$ cat config.mk
export PLATFORM = sky130hd
export DESIGN_NAME = div_issue_ctrl
export DESIGN_NICKNAME = d
export VERILOG_FILES = /design/src/rtl/div_pkg.sv /design/src/rtl/div_op_fifo.sv /design/src/rtl/div_issue_ctrl.sv
export SDC_FILE = /design/constraint.sdc
export NUM_CORES = 1
export LEC_CHECK = 0
export ABC_CLOCK_PERIOD_IN_PS = 2900
export BUFFER_PORTS_ARGS = -buffer_cell sky130_fd_sc_hd__buf_2
export CAP_MARGIN = 20
export CORE_ASPECT_RATIO = 0.6
export CORE_MARGIN = 1.5
export CORE_UTILIZATION = 35
export DETAILED_ROUTE_END_ITERATION = 8
export SLEW_MARGIN = 0
export SYNTH_ARGS = -nofsm -noshare
export SYNTH_HDL_FRONTEND = slang
export SYNTH_SLANG_ARGS = --single-unit
$ cat constraint.sdc
create_clock -name clk -period 2.9 [get_ports clk]
set_clock_uncertainty 0.2 [all_clocks]
set_input_delay 0.29 -clock clk [delete_from_list [all_inputs] [get_ports clk]]
set_output_delay 0.29 -clock clk [all_outputs]
set_load 0.05 [all_outputs]
$ cat src/rtl/div_pkg.sv
// Shared types for the divider issue stage: FSM states, operand and result records.
package div_pkg;

    localparam int DIV_W = 16;

    typedef enum logic [1:0] {
        IDLE,
        GUARD,
        WAIT,
        HOLD
    } div_state_e;

    typedef struct packed {
        logic [DIV_W-1:0] dividend;
        logic [DIV_W-1:0] divisor;
    } div_op_t;

    typedef struct packed {
        logic [DIV_W-1:0] quotient;
        logic [DIV_W-1:0] remainder;
        logic             div0;
    } div_res_t;

endpackage

$ cat src/rtl/div_op_fifo.sv
// Operand FIFO for the divider issue stage: DEPTH entries of div_op_t, head visible combinationally.
// Full never bypasses; a push and a pop in the same cycle leave the count unchanged.
module div_op_fifo
    import div_pkg::*;
#(
    parameter int DEPTH = 4
) (
    input  logic    clk,
    input  logic    rst,
    input  logic    push,
    input  logic    pop,
    input  div_op_t push_op,
    output div_op_t head_op,
    output logic    full,
    output logic    empty
);

    localparam int PW = (DEPTH > 1) ? $clog2(DEPTH) : 1;
    localparam int CW = $clog2(DEPTH + 1);

    div_op_t         mem [DEPTH];
    logic [PW-1:0]   wr_ptr;
    logic [PW-1:0]   rd_ptr;
    logic [CW-1:0]   count;
    logic            do_push;
    logic            do_pop;

    assign do_push = push && !full;
    assign do_pop  = pop && !empty;
    assign full    = (count == CW'(DEPTH));
    assign empty   = (count == '0);
    assign head_op = mem[rd_ptr];

    // Storage needs no reset: an entry is only read after it has been written.
    always_ff @(posedge clk) begin
        if (do_push) begin
            mem[wr_ptr] <= push_op;
        end
    end

    // DEPTH is a power of two, so the pointers wrap naturally.
    always_ff @(posedge clk or negedge rst) begin
        if (!rst) begin
            wr_ptr <= '0;
            rd_ptr <= '0;
            count  <= '0;
        end else begin
            if (do_push) begin
                wr_ptr <= wr_ptr + 1'b1;
            end
            if (do_pop) begin
                rd_ptr <= rd_ptr + 1'b1;
            end
            if (do_push && !do_pop) begin
                count <= count + 1'b1;
            end else if (do_pop && !do_push) begin
                count <= count - 1'b1;
            end
        end
    end

endmodule

$ cat src/rtl/div_issue_ctrl.sv
// Issue stage for the 16-bit sequential divider: buffers operands, runs one divide at a time,
// holds the result for the consumer. Optional macro DIV_ZERO_BYPASS_EN answers zero divisors locally.
module div_issue_ctrl
    import div_pkg::*;
#(
    parameter int WIDTH = DIV_W,
    parameter int DEPTH = 4
) (
    input  logic             clk,
    input  logic             rst,
    input  logic             in_valid,
    output logic             in_ready,
    input  logic [WIDTH-1:0] in_dividend,
    input  logic [WIDTH-1:0] in_divisor,
    output logic             div_start,
    output logic [WIDTH-1:0] div_dividend,
    output logic [WIDTH-1:0] div_divisor,
    input  logic             div_ready,
    input  logic [WIDTH-1:0] div_quotient,
    input  logic [WIDTH-1:0] div_remainder,
    output logic             out_valid,
    input  logic             out_ready,
    output logic [WIDTH-1:0] out_quotient,
    output logic [WIDTH-1:0] out_remainder,
    output logic             out_div0
);

    div_state_e state;
    div_state_e state_next;
    div_op_t    push_op;
    div_op_t    head_op;
    div_op_t    op_q;
    div_res_t   res_q;
    logic       fifo_full;
    logic       fifo_empty;
    logic       fifo_pop;
    logic       load_op;
    logic       load_zero;
    logic       capture;
    logic       zero_head;

    assign push_op.dividend = in_dividend;
    assign push_op.divisor  = in_divisor;
    assign in_ready         = !fifo_full;

    div_op_fifo #(
        .DEPTH(DEPTH)
    ) u_fifo (
        .clk    (clk),
        .rst    (rst),
        .push   (in_valid && in_ready),
        .pop    (fifo_pop),
        .push_op(push_op),
        .head_op(head_op),
        .full   (fifo_full),
        .empty  (fifo_empty)
    );

`ifdef DIV_ZERO_BYPASS_EN
    assign zero_head = (head_op.divisor == '0);
`else
    assign zero_head = 1'b0;
`endif

    always_ff @(posedge clk or negedge rst) begin
        if (!rst) begin
            state <= IDLE;
        end else begin
            state <= state_next;
        end
    end

    // GUARD exists because the divider's ready is stale during the start cycle.
    always_comb begin
        state_next = state;
        fifo_pop   = 1'b0;
        load_op    = 1'b0;
        load_zero  = 1'b0;
        capture    = 1'b0;
        case (state)
            IDLE: begin
                if (!fifo_empty && zero_head) begin
                    fifo_pop   = 1'b1;
                    load_zero  = 1'b1;
                    state_next = HOLD;
                end else if (!fifo_empty && div_ready) begin
                    fifo_pop   = 1'b1;
                    load_op    = 1'b1;
                    state_next = GUARD;
                end
            end
            GUARD: state_next = WAIT;
            WAIT: begin
                if (div_ready) begin
                    capture    = 1'b1;
                    state_next = HOLD;
                end
            end
            HOLD: begin
                if (out_ready) begin
                    state_next = IDLE;
                end
            end
            default: state_next = IDLE;
        endcase
    end

    // Operands stay put from issue until the next issue, covering the whole divide.
    always_ff @(posedge clk or negedge rst) begin
        if (!rst) begin
            op_q <= '0;
        end else if (load_op) begin
            op_q <= head_op;
        end
    end

    always_ff @(posedge clk or negedge rst) begin
        if (!rst) begin
            res_q <= '0;
        end else if (capture) begin
            res_q.quotient  <= div_quotient;
            res_q.remainder <= div_remainder;
            res_q.div0      <= 1'b0;
        end else if (load_zero) begin
            res_q.quotient  <= '1;
            res_q.remainder <= head_op.dividend;
            res_q.div0      <= 1'b1;
        end
    end

    assign div_start     = (state == GUARD);
    assign div_dividend  = op_q.dividend;
    assign div_divisor   = op_q.divisor;
    assign out_valid     = (state == HOLD);
    assign out_quotient  = res_q.quotient;
    assign out_remainder = res_q.remainder;
    assign out_div0      = res_q.div0;

endmodule

Word-level counts from Yosys, hierarchy flattened
Memory sizes are Yosys's and may differ from the RTL's. A register that Yosys moved wholly into a read port is not among the register bits. Cells that the tools add are included.

Flip-flop bits (word level): 42. Word-level logic and storage cells: 47. Output and inout port bits: 68. Memory bits (writable): 128. Memories: 1. Input bits: 69.

Memory list: u_fifo.mem (words 4, bits a word 32, rd ports 1, clocked after memory_dff 1, write ports 1, RTL line div_op_fifo.sv:21) `div_op_t mem [DEPTH];`.

Eq/ne operators: 7. Add/sub/neg operators: 4. Multiplexer cells: 13. Reductions and logical operators: 15.

Operators with widths (count): $mux W33 (1); $pmux W2 S4 (1); $logic_and A1 B1 Y1 (6); $mux W1 (6); $mux W2 (3); $mux W3 (2); $logic_not A1 Y1 (5); $add A2 B1 Y2 const B (2); $eq A2 B2 Y1 const B (2); $ne A2 B2 Y1 const B (2); $add A3 B1 Y3 const B (1); $eq A3 B3 Y1 const B (1); $logic_not A3 Y1 (1); $reduce_and A3 Y1 (1); $sub A3 B1 Y3 const B (1); $eq A2 B1 Y1 const B (1); $logic_not A2 Y1 (1); $ne A2 B1 Y1 const B (1); $reduce_bool A2 Y1 (1).

Depth between registers and ports, before layout
Depth after elaboration: 9. Gate-level depth with buffers: 10.

Modules after synthesis
From an unflattened synthesis, not the netlist that was laid out.

Cells, all modules: 359. Area total of the unflattened synthesis: 7646.1 µm².

By module, submodules not included: div_op_fifo (cells each 204, area an instance 5094.9 µm², instances 1); div_issue_ctrl (cells each 155, area an instance 2551.2 µm², instances 1).

Worst setup path after synthesis
Ideal clock, no wire load.

Kind: register to register. From: register u_fifo.count[1]. To: register u_fifo.count[2]. Cell stages (with the launch flop): 10. Path slack: 0.516 ns. Setup time: 0.079 ns. Arrival time: 2.105 ns. Cells stage by stage: dfrtp_1 > or3_4 > nand3_2 > buf_6 > ha_1 > inv_1 > fa_1 > xor2_1 > nor2_1 > xor2_1.

Longest elaborated chain between the ends: 9. Elaborated cells on any way between the ends: 19. Classes of those cells: add/sub: 2; eq/ne: 1; mux: 4; reduce/logical: 12.

Ends and longest elaborated chain: start, declared (RTL line div_op_fifo.sv:24) `logic [CW-1:0] count;`; start signal, assigned (RTL line div_op_fifo.sv:55) `count <= count + 1'b1;`; start signal, assigned (RTL line div_op_fifo.sv:57) `count <= count - 1'b1;`; $logic_not A3 Y1 (RTL line div_op_fifo.sv:31) `assign empty = (count == '0);`; $logic_not A1 Y1 (RTL line div_op_fifo.sv:29, div_issue_ctrl.sv:86); $logic_and A1 B1 Y1 (RTL line div_issue_ctrl.sv:86) `end else if (!fifo_empty && div_ready) begin`; $mux W1 (RTL line div_issue_ctrl.sv:86); $mux W1 (RTL line div_issue_ctrl.sv:80) `case (state)`; $logic_and A1 B1 Y1 (RTL line div_op_fifo.sv:29) `assign do_pop = pop && !empty;`; $logic_not A1 Y1 (RTL line div_op_fifo.sv:54) `if (do_push && !do_pop) begin`; $logic_and A1 B1 Y1 (RTL line div_op_fifo.sv:54); $mux W3 or $reduce_bool A2 Y1 (tied branches).

Several ways; a longest one is shown, not always the timed one. The select of a mux whose other input is x is not followed. A chain may end at the register's enable or synchronous reset.

Worst setup path in the final report
From: register u_fifo.count[0]. To: register u_fifo.count[2].

Elaborated cells on any way between the ends: 19. Classes of those cells: add/sub: 2; eq/ne: 1; mux: 4; reduce/logical: 12.

RTL lines: $eq A3 B3 Y1 * (RTL line div_op_fifo.sv:30) `assign full = (count == CW'(DEPTH));`; $logic_not A1 Y1 * (RTL line div_op_fifo.sv:28, div_issue_ctrl.sv:44); $logic_and A1 B1 Y1 (RTL line div_issue_ctrl.sv:51) `.push (in_valid && in_ready),`; $logic_and A1 B1 Y1 * (RTL line div_op_fifo.sv:28) `assign do_push = push && !full;`; named net u_fifo.do_push (RTL line div_op_fifo.sv:25) `logic do_push;`; $logic_not A1 Y1 (RTL line div_op_fifo.sv:56) `end else if (do_pop && !do_push) begin`; $logic_and A1 B1 Y1 (RTL line div_op_fifo.sv:56); $reduce_bool A2 Y1 (no source line).

The timed path passes the listed nets; every way through them passes the cells marked *. The select of a mux whose other input is x is not followed.

==> flow_metrics.env <==
export IMPL_clock_root_buffer="clkbuf_16"
export IMPL_r2r_cells=8
export IMPL_synth_cell_types=25
export IMPL_drv_slew=0
export IMPL_rsz0062_at_grt="no"
export IMPL_drtIter0Drc=193
export IMPL_seq_area_frac_synth_pct=74.49
export IMPL_place_hpwl_mm=9.301
export IMPL_port_buffers=135
export IMPL_clock_latency_ns=0.49
export IMPL_dr_pass1_iters=7
export IMPL_fin_crit_sh_pct=83.03
export IMPL_setup_ws_ns=0.4921
export IMPL_gp_congestion=0.7303
export IMPL_tightest_slew_ns=0.6121
export IMPL_critPathMaxStageDelay_ns=0.45
export IMPL_rr_endpoint="u_fifo.count[2]$_DFFE_PN0P_"
export IMPL_crit_arrival_ns=2.62
export IMPL_num_vias=4005
export IMPL_clkSinkCount=201
export IMPL_status="finished with violations"
export IMPL_whs_path_depth=4
export IMPL_grt_use_met3_pct=3.381
export IMPL_grt_use_total_pct=13.63
export IMPL_vias_per_cell=4.614
export IMPL_endpoint_kind="register"
export IMPL_worst_setup_path_type="reg -> reg"
export IMPL_layout_commonest_cell="buf_2"
export IMPL_layout_filler_cells=1763
export IMPL_clkSlewWorstSetupHoldPaths_ns=0.06
export IMPL_syn_to_final_growth_pct=32.72
export IMPL_post_route_drc_count=10
export IMPL_cts_resized=0
export IMPL_power_leakage_nw=3.978
export IMPL_fin_crit_ns=2.408
export IMPL_design_area_sq_um=10100
export IMPL_coreArea_sq_um=21190
export IMPL_worstPathCellList="nor2_1 -> a21boi_1 -> ha_1 -> inv_1 -> fa_1 -> xor2_1 -> nor2_1 -> xor2_1"
export IMPL_violations="design-rule violations"
export IMPL_dieArea_sq_um=22670
export IMPL_critPathLaunch="u_fifo.count[0]$_DFFE_PN0P_"
export IMPL_post_drt_wl_per_cell_um=17.64
export IMPL_synth_net_count=436
export IMPL_fin_nets=655
export IMPL_groute_layer_met2_usage_pct=22.63
export IMPL_num_rows=41
export IMPL_slowest_stage="a21boi_1"
export IMPL_gr_usage_met1_pct=18.34
export IMPL_crit_end="u_fifo.count[2]$_DFFE_PN0P_"
export IMPL_slew_headroom_pct=59.09
export IMPL_top_usage_layer="met2"
export IMPL_drive_gt1_share_pct=48.05
export IMPL_die_w_um=193.4
export IMPL_cts_max_level=1
export IMPL_finalWirelength_mm=15.31
export IMPL_initial_core_util_pct=35.93
export IMPL_worstReg2RegStart="u_fifo.count[0]$_DFFE_PN0P_"
export IMPL_hold_viol=0
export IMPL_crit_fanout=7
export IMPL_grt_pass1_wl_mm=23.64
export IMPL_placed_area_sq_um=8672
export IMPL_hp_class="in -> reg"
export IMPL_maxCapViolCount=0
export IMPL_preCtsSetupSlack_ns=0.4924
export IMPL_setup_tns_ns=0
export IMPL_antenna_cells=0
export IMPL_clock_fmax_mhz=415.3
export IMPL_overflow=0
export IMPL_irDropWorstVdd_v=0.0005968
export IMPL_synth_warnings=0
export IMPL_startpoint_type="register"
export IMPL_ant_nets=0
export IMPL_io_pins=137
export IMPL_synth_area_sq_um=7612
export IMPL_antenna_found_initial=0
export IMPL_die_h_um=117.2
export IMPL_grt_max_degree=44
export IMPL_ctsLongestPathBuffers=3
export IMPL_grt_pass1_vias=4254
export IMPL_power_density_nw_per_um2=1179
export IMPL_cts_buffers=20
export IMPL_final_cell_mix="buf_2 (134), edfxtp_1 (128), dfrtp_1 (71), mux2_2 (67), dlygate4sd3_1 (66)"
export IMPL_rrSetupSlack_ns=0.49
export IMPL_total_power_mw=11.91
export IMPL_ys_ff_latch=201
export IMPL_crit_required_ns=3.11
export IMPL_synth_cells=356
export IMPL_finalSetupViolations=0
export IMPL_avgSynthCellArea_sq_um=21.38
export IMPL_cts_tree="built"
## critical path, delay by kind of cell, from the launching register on
kind | cells | cell delay [ns]
simple gates | 2 | 0.19
fa+ha+maj | 2 | 0.65
buf+inv | 1 | 0.06
compound gates | 1 | 0.45
flops | 1 | 0.44
xor+xnor | 2 | 0.34
## where the power goes
part	internal, mW	switching [mW]	total, mW
logic	1.62	2.97	4.59
clock network	1.87	1.06	2.94
registers	3.99	0.394	4.38
## layer usage
layer	share of wire, %	vias up
met5	0	-
met4	1.5	0
met3	5.3	24
met2	47	108
met1	46	2054
li1	-	1819
## Yosys cell counts
library cell	instances	area share, %
buf_2	6	0.39
a21boi_1	1	0.099
nand4_1	1	0.082
buf_4	1	0.099
mux4_2	28	8.3
mux4_1	4	1.4
buf_6	7	1.0
or3_4	1	0.15
edfxtp_1	128	50
nor2_1	4	0.20
mux2_2	67	9.9
inv_1	6	0.30
clkbuf_1	1	0.049
conb_1	1	0.049
mux2i_1	1	0.13
fa_1	1	0.26
o221ai_1	1	0.12
nand2b_1	1	0.082
nand2_1	2	0.099
xnor2_1	4	0.46
and2_1	4	0.33
nand3_2	1	0.13
dfrtp_1	73	24
ha_1	10	1.6
xor2_1	2	0.23
## state kept, by name, indices dropped and copies added, names as in the netlist
register       flops
div_dividend      16
u_fifo.count       3
out_quotient      16
div_divisor       16
state              2
u_fifo.rd_ptr      2
u_fifo.mem       128
out_remainder     16
u_fifo.wr_ptr      2
## worst min-delay path by stage
stage / start / end / slack (ns)
final: out_ready / state[0]$_DFFE_PN0P_ / 0.09
after global routing: out_ready / state[0]$_DFFE_PN0P_ / 0.09
after CTS: out_ready / state[0]$_DFFE_PN0P_ / 0.08
after detailed placement: rst / div_dividend[2]$_DFFE_PN0P_ / 0.15
after global placement: rst / div_dividend[2]$_DFFE_PN0P_ / 0.14
after floorplan: rst / div_dividend[0]$_DFFE_PN0P_ / -0.21
## stage by stage
step / hold slack [ns] / cells / utilization [%]
after floorplan: -0.2056 / 356 / -
after global placement: 0.1416 / 766 / 40.93
after detailed placement: 0.1453 / 766 / 40.93
after CTS: 0.08034 / 868 / 47.69
after global routing: 0.09136 / 868 / 47.69
final: 0.08871 / 868 / 47.69
## layout make-up
type                            count  area, sq um  area share [%]
Sequential cell                   201         5673           56.15
Multi-Input combinational cell    134         1804           17.86
Timing Repair Buffer              212         1484           14.69
Tap cell                          279        349.1           3.455
Clock buffer                       25        581.8           5.759
Clock inverter                     11        188.9           1.870
Inverter                            6        22.52          0.2229
## cells by family (layout without fill, tap and decap cells)
kind of cell / count (synthesis) / count (layout) / synth area share [%]
AOI/OAI and AO/OA: 2 / 2 / 0.2137
xor gates and xnor gates: 6 / 6 / 0.6903
adders and majority gates: 11 / 11 / 1.907
buffers and inverters: 21 / 254 / 1.874
DFF: 201 / 201 / 74.49
muxes: 100 / 100 / 19.71
other: 1 / 1 / 0.04926
and+or+nand+nor: 14 / 14 / 1.068
## repair_timing
item / CTS / global route
setup buffers: 0 / 0
hold buffers: 66 / 0
endpoints found under the setup margin: 0 / 0
hold endpoints to repair: 202 / 0
Note: power is estimated with default switching activity, not from simulation.
